--- src/rtl/mult4x4_if.sv ---
// Handshake and partial-product bus between the requester, the sequencer and the 4x2 stage.
interface mult4x4_if #(
    parameter int unsigned A_W    = 4,
    parameter int unsigned DIGITS = 2
);
    localparam int unsigned MB_W = 2 * DIGITS;
    localparam int unsigned P_W  = A_W + MB_W;

    logic              start;
    logic [A_W-1:0]    mult_a;
    logic [MB_W-1:0]   mult_b;
    logic              ready;
    logic [A_W-1:0]    part_out1;
    logic [1:0]        part_out2;
    logic [A_W+1:0]    part_in;
    logic [P_W-1:0]    product;
    logic              done;

    // Requester side; also closes the loop through the 4x2 stage.
    modport master (
        output start, mult_a, mult_b, part_in,
        input  ready, part_out1, part_out2, product, done
    );

    // Sequencer side.
    modport slave (
        input  start, mult_a, mult_b, part_in,
        output ready, part_out1, part_out2, product, done
    );
endinterface

--- src/rtl/mult4x4_sequencer.sv ---
// Sequencer/accumulator for a combinational 4x2 partial-product multiplier:
// feeds one 2-bit multiplier digit per cycle, LSB digit first, and shift-adds
// the returned partial products into an unsigned full product.
module mult4x4_sequencer #(
    parameter int unsigned A_W    = 4,
    parameter int unsigned DIGITS = 2
) (
    input  logic         clk_i,
    input  logic         rst_i,
    mult4x4_if.slave     bus
);
    localparam int unsigned MB_W  = 2 * DIGITS;
    localparam int unsigned P_W   = A_W + MB_W;
    localparam int unsigned CNT_W = (DIGITS > 1) ? $clog2(DIGITS) : 1;

    typedef enum logic [1:0] {
        ST_IDLE,
        ST_STEP,
        ST_FINISH
    } state_e;

    state_e            state_q;
    logic              ready_q;
    logic              done_q;
    logic [P_W-1:0]    product_q;
    logic [P_W-1:0]    acc_q;
    logic [CNT_W-1:0]  cnt_q;
    logic [MB_W-1:0]   b_q;
    logic [A_W-1:0]    part_out1_q;
    logic [1:0]        part_out2_q;

    logic [CNT_W-1:0]  next_cnt_c;
    logic [1:0]        next_digit_c;
    logic [P_W-1:0]    acc_sum_c;

    // Next digit to present and the accumulator value after adding this cycle's partial product.
    always_comb begin
        next_cnt_c   = cnt_q + CNT_W'(1);
        next_digit_c = 2'(b_q >> {next_cnt_c, 1'b0});
        acc_sum_c    = acc_q + (P_W'(bus.part_in) << {cnt_q, 1'b0});
    end

    // Control FSM; the multiplicand is held in part_out1_q for the whole STEP phase.
    always_ff @(posedge clk_i) begin
        if (rst_i) begin
            state_q     <= ST_IDLE;
            ready_q     <= 1'b1;
            done_q      <= 1'b0;
            product_q   <= '0;
            acc_q       <= '0;
            cnt_q       <= '0;
            b_q         <= '0;
            part_out1_q <= '0;
            part_out2_q <= '0;
        end else begin
            done_q <= 1'b0;
            case (state_q)
                ST_IDLE: begin
                    if (bus.start) begin
                        b_q         <= bus.mult_b;
                        part_out1_q <= bus.mult_a;
                        part_out2_q <= bus.mult_b[1:0];
                        acc_q       <= '0;
                        cnt_q       <= '0;
                        ready_q     <= 1'b0;
                        state_q     <= ST_STEP;
                    end
                end
                ST_STEP: begin
                    acc_q <= acc_sum_c;
                    cnt_q <= next_cnt_c;
                    if (cnt_q == CNT_W'(DIGITS - 1)) begin
                        product_q   <= acc_sum_c;
                        done_q      <= 1'b1;
                        part_out1_q <= '0;
                        part_out2_q <= '0;
                        state_q     <= ST_FINISH;
                    end else begin
                        part_out2_q <= next_digit_c;
                    end
                end
                ST_FINISH: begin
                    ready_q <= 1'b1;
                    state_q <= ST_IDLE;
                end
                default: begin
                    ready_q     <= 1'b1;
                    part_out1_q <= '0;
                    part_out2_q <= '0;
                    state_q     <= ST_IDLE;
                end
            endcase
        end
    end

    assign bus.ready     = ready_q;
    assign bus.done      = done_q;
    assign bus.product   = product_q;
    assign bus.part_out1 = part_out1_q;
    assign bus.part_out2 = part_out2_q;
endmodule

--- src/flat_wrapper.sv ---
// flat-port wrapper written by rule: the top's interface ports become plain ports
module mult4x4_sequencer_flat 
#(
    parameter int unsigned A_W    = 4,
    parameter int unsigned DIGITS = 2
)
  (clk_i, rst_i, bus_start, bus_mult_a, bus_mult_b, bus_part_in, bus_ready, bus_part_out1, bus_part_out2, bus_product, bus_done);
  mult4x4_if #(.A_W(A_W), .DIGITS(DIGITS)) bus_i ();
  input  logic clk_i;
  input  logic rst_i;
  input wire logic [$bits(bus_i.start)-1:0] bus_start;
  input wire logic [$bits(bus_i.mult_a)-1:0] bus_mult_a;
  input wire logic [$bits(bus_i.mult_b)-1:0] bus_mult_b;
  input wire logic [$bits(bus_i.part_in)-1:0] bus_part_in;
  output wire logic [$bits(bus_i.ready)-1:0] bus_ready;
  output wire logic [$bits(bus_i.part_out1)-1:0] bus_part_out1;
  output wire logic [$bits(bus_i.part_out2)-1:0] bus_part_out2;
  output wire logic [$bits(bus_i.product)-1:0] bus_product;
  output wire logic [$bits(bus_i.done)-1:0] bus_done;
  assign bus_i.start = bus_start;
  assign bus_i.mult_a = bus_mult_a;
  assign bus_i.mult_b = bus_mult_b;
  assign bus_i.part_in = bus_part_in;
  assign bus_ready = bus_i.ready;
  assign bus_part_out1 = bus_i.part_out1;
  assign bus_part_out2 = bus_i.part_out2;
  assign bus_product = bus_i.product;
  assign bus_done = bus_i.done;
  mult4x4_sequencer #(.A_W(A_W), .DIGITS(DIGITS)) u_core (.clk_i(clk_i), .rst_i(rst_i), .bus(bus_i));
endmodule
--- config.mk ---
export PLATFORM = sky130hd
export DESIGN_NAME = mult4x4_sequencer_flat
export DESIGN_NICKNAME = d
export VERILOG_FILES = /design/src/rtl/mult4x4_if.sv /design/src/rtl/mult4x4_sequencer.sv /design/src/flat_wrapper.sv
export SDC_FILE = /design/constraint.sdc
export NUM_CORES = 1
export LEC_CHECK = 0
export CAP_MARGIN = 20
export CORE_UTILIZATION = 60
export DETAILED_ROUTE_END_ITERATION = 8
export DONT_BUFFER_PORTS = 1
export PLACE_DENSITY = 0.76
export REMOVE_ABC_BUFFERS = 1
export SETUP_SLACK_MARGIN = 0.3
export SLEW_MARGIN = 5
export SYNTH_ARGS = -nofsm -noshare
export SYNTH_HDL_FRONTEND = slang
export SYNTH_SLANG_ARGS = --single-unit
--- constraint.sdc ---
create_clock -name clk_i -period 3.5 [get_ports clk_i]
set_clock_uncertainty 0.05 [all_clocks]
set_input_delay 0.875 -clock clk_i [delete_from_list [all_inputs] [get_ports clk_i]]
set_output_delay 0.875 -clock clk_i [all_outputs]
set_load 0.03 [all_outputs]
Word level (Yosys, flattened, before mapping)
Cells that the tools add are included.
W data, S select, Z words.
{ "op_classes": {"n_shift": 2, "n_reduce_logical": 10, "bitwise": 2, "eq_ne": 4, "add_sub_neg": 2, "mux": 15} }
{ "ops": {"columns": ["op", "n"], "rows": [
  ["$pmux W8 S2", 1],
  ["$pmux W4 S3", 1],
  ["$reduce_and A2 Y1", 6],
  ["$add A8 B8 Y8", 1],
  ["$mux W2", 4],
  ["$mux W4", 2],
  ["$mux W8", 1],
  ["$shl A6 B2 Y8", 1],
  ["$pmux W2 S3", 1],
  ["$pmux W1 S2", 2],
  ["$pmux W2 S2", 1],
  ["$shr A4 B2 Y2", 1],
  ["$reduce_and A3 Y1", 1],
  ["$eq A2 B1 Y1 const B", 1],
  ["$eq A2 B2 Y1 const B", 1],
  ["$logic_not A2 Y1", 1],
  ["$mux W1", 2],
  ["$ne A2 B1 Y1 const B", 1],
  ["$ne A2 B2 Y1 const B", 1],
  ["$not A1 Y1", 2],
  ["$reduce_bool A2 Y1", 1],
  ["$reduce_or A2 Y1", 1],
  ["$add A1 B1 Y1 const B", 1]
]} }
{ "totals": {"regBits": 31, "elab_cells": 44, "output_inout_bits": 16} }

Longest topological paths before layout
Gate-level depths: netlist (run 1).
{ "logic_depth": {"ltp_word": 4, "ltp_mapped": 8, "depth_no_buf": 7} }

Least setup slack after synthesis (run 1)
Ideal clock, no wire load.
{ "synth_path": {"kind": "in2reg", "startpoint": "in bus_part_in[0]", "endpoint": "reg u_core.product_q[6], in the netlist u_core.bus.product[6]", "arrival_ns": 2.521, "t_required_ns": 3.366, "setup_slack_ns": 0.844, "stages": 7, "cell_sequence": "nor2b_1 ha_1 fa_1 a211o_1 a2111oi_4 nor3b_1 o31ai_2"} }
{ "synth_between": {"elab_chain_len": 2} }
{ "synth_lines": {"columns": ["item", "line_no", "text"], "rows": [
  ["start, declared", "flat_wrapper.sv:14", "input wire logic [$bits(bus_i.part_in)-1:0] bus_part_in;"],
  ["$shl A6 B2 Y8", "mult4x4_sequencer.sv:40", "acc_sum_c = acc_q + (P_W'(bus.part_in) << {cnt_q, 1'b0});"],
  ["$add A8 B8 Y8", "mult4x4_sequencer.sv:40", null],
  ["end signal, assigned", "mult4x4_sequencer.sv:73", "product_q <= acc_sum_c;"],
  ["end, declared", "mult4x4_sequencer.sv:25", "logic [P_W-1:0] product_q;"]
]} }
No other way between the ends.
A chain may end at the register's enable or synchronous reset.

Final worst setup path (run 1)
{ "layout_path": {"startpoint": "reg u_core.cnt_q", "endpoint": "reg u_core.product_q[6], in the netlist u_core.bus.product[6]"} }
{ "layout_between": {"elab_chain_len": 2, "elab_cells_between_ends": 3} }
{ "layout_lines": {"columns": ["item", "line_no", "text"], "rows": [
  ["start, declared", "mult4x4_sequencer.sv:27", "logic [CNT_W-1:0] cnt_q;"],
  ["start signal, assigned", "mult4x4_sequencer.sv:71", "cnt_q <= next_cnt_c;"],
  ["$shl A6 B2 Y8", "mult4x4_sequencer.sv:40", null],
  ["$add A8 B8 Y8", "mult4x4_sequencer.sv:40", null]
]} }
Several ways; a longest one is shown, not always the timed one.

==> results.toml, run 1 <==
[setup_path]
critPathLaunchType = "flop"
rr_worst_depth = 6
r2r_end = "u_core.bus.product[6]"
timing.rr.start = "u_core.cnt_q"
required_ns = 3.70
rrSetupSlack_ns = 0.93
crit_type = "reg -> reg"
worstPathMaxFanout = 16
crit_start = "u_core.cnt_q"
cp-end-kind = "flop"
arrival_ns = 2.77

[layout]
final_util_pct = 66.87
layout.nets = 199
diodes = 0
n_fill_cell = 218
drive_gt1_share_pct = 9.714
areaGrowthSynthToFinish_pct = 5.551

[clock_tree]
cts_tree = "yes"
postCtsSetupRepairBufs = 0
cts-resized-gates = 0
clk_pin_slew_ns = 0.10
insertion_delay_ns = 0.33
clk_path_buf_depth = 2
numCtsBuffers = 5
ctsRootBufferMaster = "clkbuf_4"
clkSinkCount = 29
cts_htree_levels = 2
cts_hold_buf = 0

[floorplan]
dieWidth_um = 52.91
row_count = 18
die_h_um = 52.91
ios = 33
dieArea_sq_mm = 0.002799
initial_core_util_pct = 63.35
core_sq_mm = 0.002455

[logic_synthesis]
yosys-top-cells-area = "dfxtp_1, ha_1, nor2_1"
synthCells = 178
synth_area_sq_mm = 0.001555
synth_top_area_share_pct = 37.33
async_reset_ff_share_pct = 0
yosysWarnings = 0
ys_types = 41
yosys.area.top_type = "dfxtp_1"
synth-main-ff-cell = "dfxtp_1"
synth_edf_count = 0
avgSynthCellArea_sq_um = 8.737
synth_seq_cells = 29
yosysSeqAreaShare_pct = 37.33

[timing]
finalCritPeriodShare_pct = 73.50
fmax_mhz = 388.7
slew_headroom_pct = 49.77
finalSetupTns_ns = 0
worst_pin_slew_ns = 0.7484
maxSlewViolCount = 0
setup_viol = 0
fin_crit_ns = 2.572
rsz0062_at_grt = "false"
hold_violations = 0

[power_and_ir_drop]
p_per_area_mw_per_mm2 = 518.4
irDropWorstVdd_uv = 495.7
leakagePower_uw = 0.0006239

[route]
first_pass_iters = 4
wl_per_cell_um = 15.77
avgViaCountPerCell = 6.312
totalWireLength_um = 3233
drc_errors = 0
vias = 1294
ant_nets = 0
drtIter0Drc = 39

[min_path]
worstHoldEndpoint = "u_core.b_q[2]"
hp-start = "u_core.b_q[2]"
hold_path.class = "reg -> reg"
hold_path_depth = 2

[placed_design]
port_buffers = 0
place.gp.congestion = 0.8950
hpwlAfterDp_um = 2274

[status]
status = "finished, final reports clean"

[grt]
grt_pass1_vias = 1153
gr-total-overflow = 0
grt.total_usage_pct = 25.75
grt_max_degree = 35
antenna_found_initial = 0
grt_pass1_wl_um = 5099

[flow_run]
cap_violations = 0
-- registers in the layout, indices dropped and copies added, names as in the netlist --
register,cells
u_core.bus.part_out1,4
u_core.bus.part_out2,2
u_core.state_q,2
u_core.cnt_q,1
u_core.bus.product,8
u_core.bus.ready,1
u_core.acc_q,8
u_core.bus.done,1
u_core.b_q,2
-- cell type report --
| class | instances | area (sq um) | share of cell area (%) |
|---|---|---|---|
| multi-input combinational | 136 | 913.4 | 55.64 |
| inverter | 2 | 7.507 | 0.4573 |
| clock inverter | 3 | 65.06 | 3.963 |
| tap | 30 | 37.54 | 2.287 |
| sequential | 29 | 580.6 | 35.37 |
| clock buffer | 5 | 37.54 | 2.287 |
-- routing by layer --
layer,vias to the layer above,share of wire [%],track usage (%)
met4,0,0.43,10.53
met5,-,0,0
met1,614,43,31.01
met3,2,6.0,7.184
met2,35,51,42.62
li1,643,-,-
-- worst max-delay path, stage by stage, from the launching register on --
cell,delay [ns]
dfxtp_1,0.69
mux2_2,0.40
ha_1,0.34
a211o_1,0.38
a2111oi_4,0.31
nor3b_1,0.13
o31ai_2,0.21
-- kinds of logic (layout without fill, tap and decap cells) --
family | count (synthesis) | after routing | synth area share [%]
flip-flops | 29 | 29 | 37.33
AO/OA/AOI/OAI | 50 | 50 | 23.57
buffers and inverters | 13 | 10 | 3.942
AND/OR/NAND/NOR | 71 | 71 | 23.65
XOR/XNOR | 3 | 3 | 1.690
adder cells (fa/ha/maj) | 8 | 8 | 6.919
multiplexers | 4 | 4 | 2.896
-- power by group --
| part | switching [uW] | internal (uW) | total [uW] |
|---|---|---|---|
| registers | 34.2 | 347 | 382 |
| clock network | 121 | 221 | 342 |
| logic | 71.6 | 56.1 | 128 |
| total | 226 | 625 | 851 |
-- cells in the final DEF (no fill, tap or decap), drive strengths merged, types with 3 or more instances in the layout --
cell type and count:
dfxtp 29, nor2 21, nand2 17, a21oi 15, nand3b 7, ha 7, o21ai 7, a22oi 5
clkbuf 5, mux2 4, nor2b 4, nand2b 4, nor4b 4, a211o 4, nor3b 3, o21a 3
nand3 3, o311ai 3
-- stage by stage --
step           hold slack, ns  power (uW)  instance area, sq um  std cells  worst slack, ns
2_1_floorplan          0.3977       489.4                  1501        167           0.8404
3_3_place_gp           0.4079       509.8                  1539        197           0.7850
3_5_place_dp           0.4113       515.8                  1539        197           0.7159
4_1_cts                0.4247       854.6                  1642        205           0.9103
5_1_grt                0.4628       890.8                  1642        205           0.7842
6_report               0.4294       851.0                  1642        205           0.9276
-- worst max path at each step --
stage	endpoint	slack, ns	cells past startpoint
finish	u_core.bus.product[6]	0.93	6
global route	u_core.bus.product[6]	0.78	7
CTS	u_core.bus.product[6]	0.91	6
detailed placement	u_core.bus.product[6]	0.72	7
global placement	u_core.bus.product[6]	0.78	7
floorplan	u_core.bus.product[6]	0.84	7
-- synthesized netlist by cell type (all sizes together), types with 3 or more instances --
| library cell | n |
|---|---|
| nor4b | 4 |
| a211o | 4 |
| o21ai | 7 |
| nor2 | 21 |
| nand3b | 7 |
| a22oi | 5 |
| dfxtp | 29 |
| buf | 5 |
| nand2b | 4 |
| ha | 7 |
| nor3b | 3 |
| a21oi | 15 |
| nand3 | 3 |
| nor2b | 4 |
| nand2 | 17 |
| o311ai | 3 |
| o21a | 3 |
| mux2 | 4 |
| clkbuf | 6 |
Power figures use the tool's default switching activity.
==> run 2, diff against run 1 <==
Clock period 3.5 ns to 2.6 ns, I/O delays scaled along.
==> run 2 against run 1 <==
Die area is the same. Count of clock-buffer cells in the layout up 2. Final area barely moved. Combinational power increased by 44%. Sequential power rose by 34%. Final cell count grew 1.5%. Routed wire length grew 4.1%. Sequential share of layout area grew 0.26 points. Global-route usage up 0.40 points. Power rose by 19%. Critical endpoint unchanged. Largest cell class unchanged.
==> results.toml, run 2 (synthesis results as in run 1) <==
[layout]
mostFrequentLayoutCell = "dfxtp_1"
final_cells = 208
layout.nets = 202
areaGrowthSynthToFinish_pct = 5.470
n_fill_cell = 228
drive_gt1_share_pct = 12.36
regArea_sq_um = 584.3
final_cell_mix = "dfxtp_1, nor2_1, nand2_1"
diodes = 0
multi_input_area_sq_um = 918.4

[route]
drtIter0Drc = 27
vias = 1330
first_pass_iters = 4
drc_errors = 0
wl_per_cell_um = 16.19
ant_nets = 0
avgViaCountPerCell = 6.394
totalWireLength_um = 3367

[timing]
finalSetupTns_ns = 0
hold_violations = 0
worst_pin_slew_ns = 0.7487
fmax_mhz = 451.2
slew_headroom_pct = 49.75
fin_crit_ns = 2.216
maxSlewViolCount = 0
fin_ws_ns = 0.3836
finalCritPeriodShare_pct = 85.25
rsz0062_at_grt = "true"
setup_viol = 0

[floorplan]
die_h_um = 52.91
dieWidth_um = 52.91
dieArea_sq_mm = 0.002799
initial_core_util_pct = 63.35
row_count = 18
core_sq_mm = 0.002455
ios = 33

[min_path]
hold_path.class = "in -> reg"

[clock_tree]
cts_htree_levels = 2
cts-resized-gates = 1
clk_pin_slew_ns = 0.09
clkSinkCount = 29
insertion_delay_ns = 0.33
clk_path_buf_depth = 2
numCtsBuffers = 5
ctsRootBufferMaster = "clkbuf_4"
cts_hold_buf = 0
cts_tree = "yes"
postCtsSetupRepairBufs = 0

[setup_path]
worstPathMaxFanout = 7
slowest_delay_ns = 0.44
cp.buffers_inverters = 0
cp-end-kind = "flop"
critPathLaunchType = "flop"
arrival_ns = 2.42
crit_type = "reg -> reg"
rrSetupSlack_ns = 0.38
crit_chain = "nor2b_1 > ha_1 > fa_1 > a211o_1 > a2111oi_4 > nor3b_1 > o31ai_2"
crit_slowest_cell = "fa_1"
crit_family = "compound AO/OA/AOI/OAI gates"
required_ns = 2.80

[placed_design]
pre_cts_ws_ns = 0.05912
placedCellCount = 200
hpwlAfterDp_um = 2406
port_buffers = 0
place.gp.congestion = 0.8737

[power_and_ir_drop]
p_per_area_mw_per_mm2 = 614.9
leakagePower_uw = 0.0006274
irDropWorstVdd_uv = 434.6

[grt]
grt_pass1_vias = 1215
grt.total_usage_pct = 26.15
gr-total-overflow = 0
grt_pass1_wl_um = 5250
antenna_found_initial = 0
grt_max_degree = 35

[status]
status = "finished, final reports clean"

[flow_run]
cap_violations = 0
-- run 2: final cells by class --
class | instances | area share (%)
multi-input combinational | 136 | 55.99
sequential | 29 | 35.62
clock buffer | 7 | 3.966
tap | 30 | 2.288
timing repair buffer | 3 | 1.373
inverter | 2 | 0.4577
clock inverter | 1 | 0.3051
-- run 2: worst register-to-register path: cells and delay by family, from the launching register on --
family                   cells  cell delay (ns)
AO/OA/AOI/OAI                3             0.84
adder cells (fa/ha/maj)      2             0.66
flip-flops                   1             0.41
AND/OR/NAND/NOR              2             0.18
-- run 2: final timing paths --
| path | to | startpoint | cells past startpoint |
|---|---|---|---|
| setup / recovery | u_core.bus.product[6] | u_core.cnt_q | 7 |
| hold / removal | u_core.cnt_q | rst_i | 1 |
| setup reg to reg | u_core.bus.product[6] | u_core.cnt_q | 7 |
| hold reg to reg | u_core.b_q[3] | u_core.b_q[3] | 2 |
-- run 2: metrics by stage --
stage	util, %	total power [uW]	area, sq um	hold slack [ns]
after global placement	63.61	691.9	1562	0.4082
after detailed placement	63.61	701.3	1562	0.4174
final	66.82	1009	1640	0.3319
after CTS	66.51	1009	1633	0.3189
after floorplan	-	658.8	1501	0.3977
after global routing	66.82	1063	1640	0.2956
-- run 2: metal layers --
layer | up-vias | global-route usage [%] | part of all wire (%)
li1 | 648 | - | -
met1 | 642 | 32.00 | 45
met2 | 34 | 41.35 | 49
met3 | 6 | 10.34 | 5.5
met4 | 0 | 8.772 | 1.1
met5 | - | 0 | 0
-- run 2: where the power goes --
part | switching (uW) | internal, uW
Clock | 157 | 157
Sequential | 43.1 | 467
Combinational | 103 | 81.1
==> run 3, diff against run 2 <==
Settings changed: PLACE_DENSITY 0.76 to 0.77.
==> run 3 against run 2 <==
Clock power grew 1%. Critical path depth unchanged. Setup slack gained 0.034 ns. Routed wire length is 1.7% higher. Combinational power is 9% higher. Final cell count grew 1.4%. Global-route usage rose by 0.80 points. Power up 2.1%. Hold slack got worse by 0.0022 ns. Register-to-register slack better by 0.03 ns. Count of clock-buffer cells in the layout unchanged.
==> results.toml, run 3 (synthesis results as in run 1) <==
[status]
status = "finished, final reports clean"

[layout]
drive_gt1_share_pct = 16.02
final_cell_mix = "dfxtp_1, nor2_1, nand2_1"
final_cells = 211
layout.nets = 205
areaGrowthSynthToFinish_pct = 8.849
diodes = 0
mostFrequentLayoutCell = "dfxtp_1"

[clock_tree]
cts_hold_buf = 0
cts_tree = "yes"
cts_htree_levels = 2
ctsRootBufferMaster = "clkbuf_4"
insertion_delay_ns = 0.33
numCtsBuffers = 5
clkSinkCount = 29
clk_pin_slew_ns = 0.10
clk_path_buf_depth = 2

[timing]
slew_headroom_pct = 47.57
worst_pin_slew_ns = 0.7813
finalSetupTns_ns = 0
setup_viol = 0
hold_violations = 0
rsz0062_at_grt = "true"
fin_crit_ns = 2.182
finalCritPeriodShare_pct = 83.92
fmax_mhz = 458.3
maxSlewViolCount = 0

[setup_path]
critPathLaunchType = "flop"
cp-end-kind = "flop"
endpoint = "u_core.acc_q[6]"
crit_type = "reg -> reg"
rr_worst_depth = 7
arrival_ns = 2.39
rrSetupSlack_ns = 0.42
r2r_end = "u_core.acc_q[6]"
crit_start = "u_core.cnt_q"
worstPathMaxFanout = 6
required_ns = 2.81
timing.rr.start = "u_core.cnt_q"

[grt]
grt_max_degree = 35
grt.total_usage_pct = 26.96
grt_pass1_vias = 1237
gr-total-overflow = 0
antenna_found_initial = 0
grt_pass1_wl_um = 5416

[placed_design]
placedCellCount = 199
port_buffers = 0
place.gp.congestion = 0.8877
hpwlAfterDp_um = 2411

[min_path]
hp-start = "rst_i"
hold_path.class = "in -> reg"

[power_and_ir_drop]
leakagePower_uw = 0.0006394
irDropWorstVdd_uv = 494.5
p_per_area_mw_per_mm2 = 608.2

[route]
first_pass_iters = 4
totalWireLength_um = 3425
drtIter0Drc = 40
wl_per_cell_um = 16.23
ant_nets = 0
vias = 1369
drc_errors = 0
avgViaCountPerCell = 6.488

[floorplan]
initial_core_util_pct = 63.35
row_count = 18
dieWidth_um = 52.91
core_sq_mm = 0.002455
ios = 33
dieArea_sq_mm = 0.002799
die_h_um = 52.91

[flow_run]
cap_violations = 0
==> run 3: changes by cell type in the layout (fill, tap and decap cells not counted), sizes merged <==
cell	delta
buf	+3
==> run 3: repair_timing <==
action,CTS,global route
pin swaps,0,4
setup endpoints to repair,2,2
resized for setup,2,5
setup buffers,0,4
==> run 3: layout make-up <==
cell class / count / area [sq um]
Clock inverter: 1 / 5.005
Sequential cell: 29 / 584.3
Clock buffer: 7 / 65.06
Fill cell: 214 / 762.0
Inverter: 2 / 7.507
Timing Repair Buffer: 6 / 45.04
Tap cell: 30 / 37.54
Multi-Input combinational cell: 136 / 948.4
==> run 3: how the worst min path moves through the flow <==
| stage | to | slack [ns] | cells after the start |
|---|---|---|---|
| 2_1_floorplan | u_core.b_q[2] | 0.40 | 2 |
| 3_5_place_dp | u_core.b_q[2] | 0.42 | 2 |
| 4_1_cts | u_core.cnt_q | 0.31 | 1 |
| 6_report | u_core.cnt_q | 0.33 | 1 |
| 3_3_place_gp | u_core.b_q[2] | 0.41 | 2 |
| 5_1_grt | u_core.b_q[2] | 0.30 | 1 |
==> run 3: power breakdown <==
part	switching (uW)	internal, uW	total, uW	leakage, uW
Clock	162	157	318	0.0000413
Sequential	44.3	467	512	0.000237
Combinational	107	92.7	200	0.000361
Total	313	717	1030	0.000639
==> run 3: critical path: stages (launching register included) <==
cell	delay [ns]
dfxtp_4	0.39
nor2b_1	0.05
ha_2	0.18
fa_2	0.35
a211o_1	0.36
a2111oi_4	0.39
nor3b_2	0.11
o31ai_1	0.23
==> run 3: metal layers <==
layer	up-vias	routed length [um]	GRT usage [%]
li1	653	-	-
met1	655	1445	31.40
met2	52	1666	43.88
met3	9	252	9.483
met4	0	61	12.28
met5	-	0	0
==> run 3: per-stage QoR <==
| stage | area [sq um] | worst slack (ns) | hold slack [ns] | utilization (%) | total power (uW) |
|---|---|---|---|---|---|
| after floorplan | 1501 | 0.1654 | 0.3977 | - | 658.8 |
| final | 1693 | 0.4180 | 0.3297 | 68.96 | 1030 |
| after CTS | 1628 | 0.3400 | 0.3146 | 66.31 | 1011 |
| after global placement | 1554 | 0.1257 | 0.4078 | 63.30 | 690.0 |
| after detailed placement | 1554 | 0.03762 | 0.4175 | 63.30 | 698.8 |
| after global routing | 1693 | 0.2641 | 0.2992 | 68.96 | 1086 |
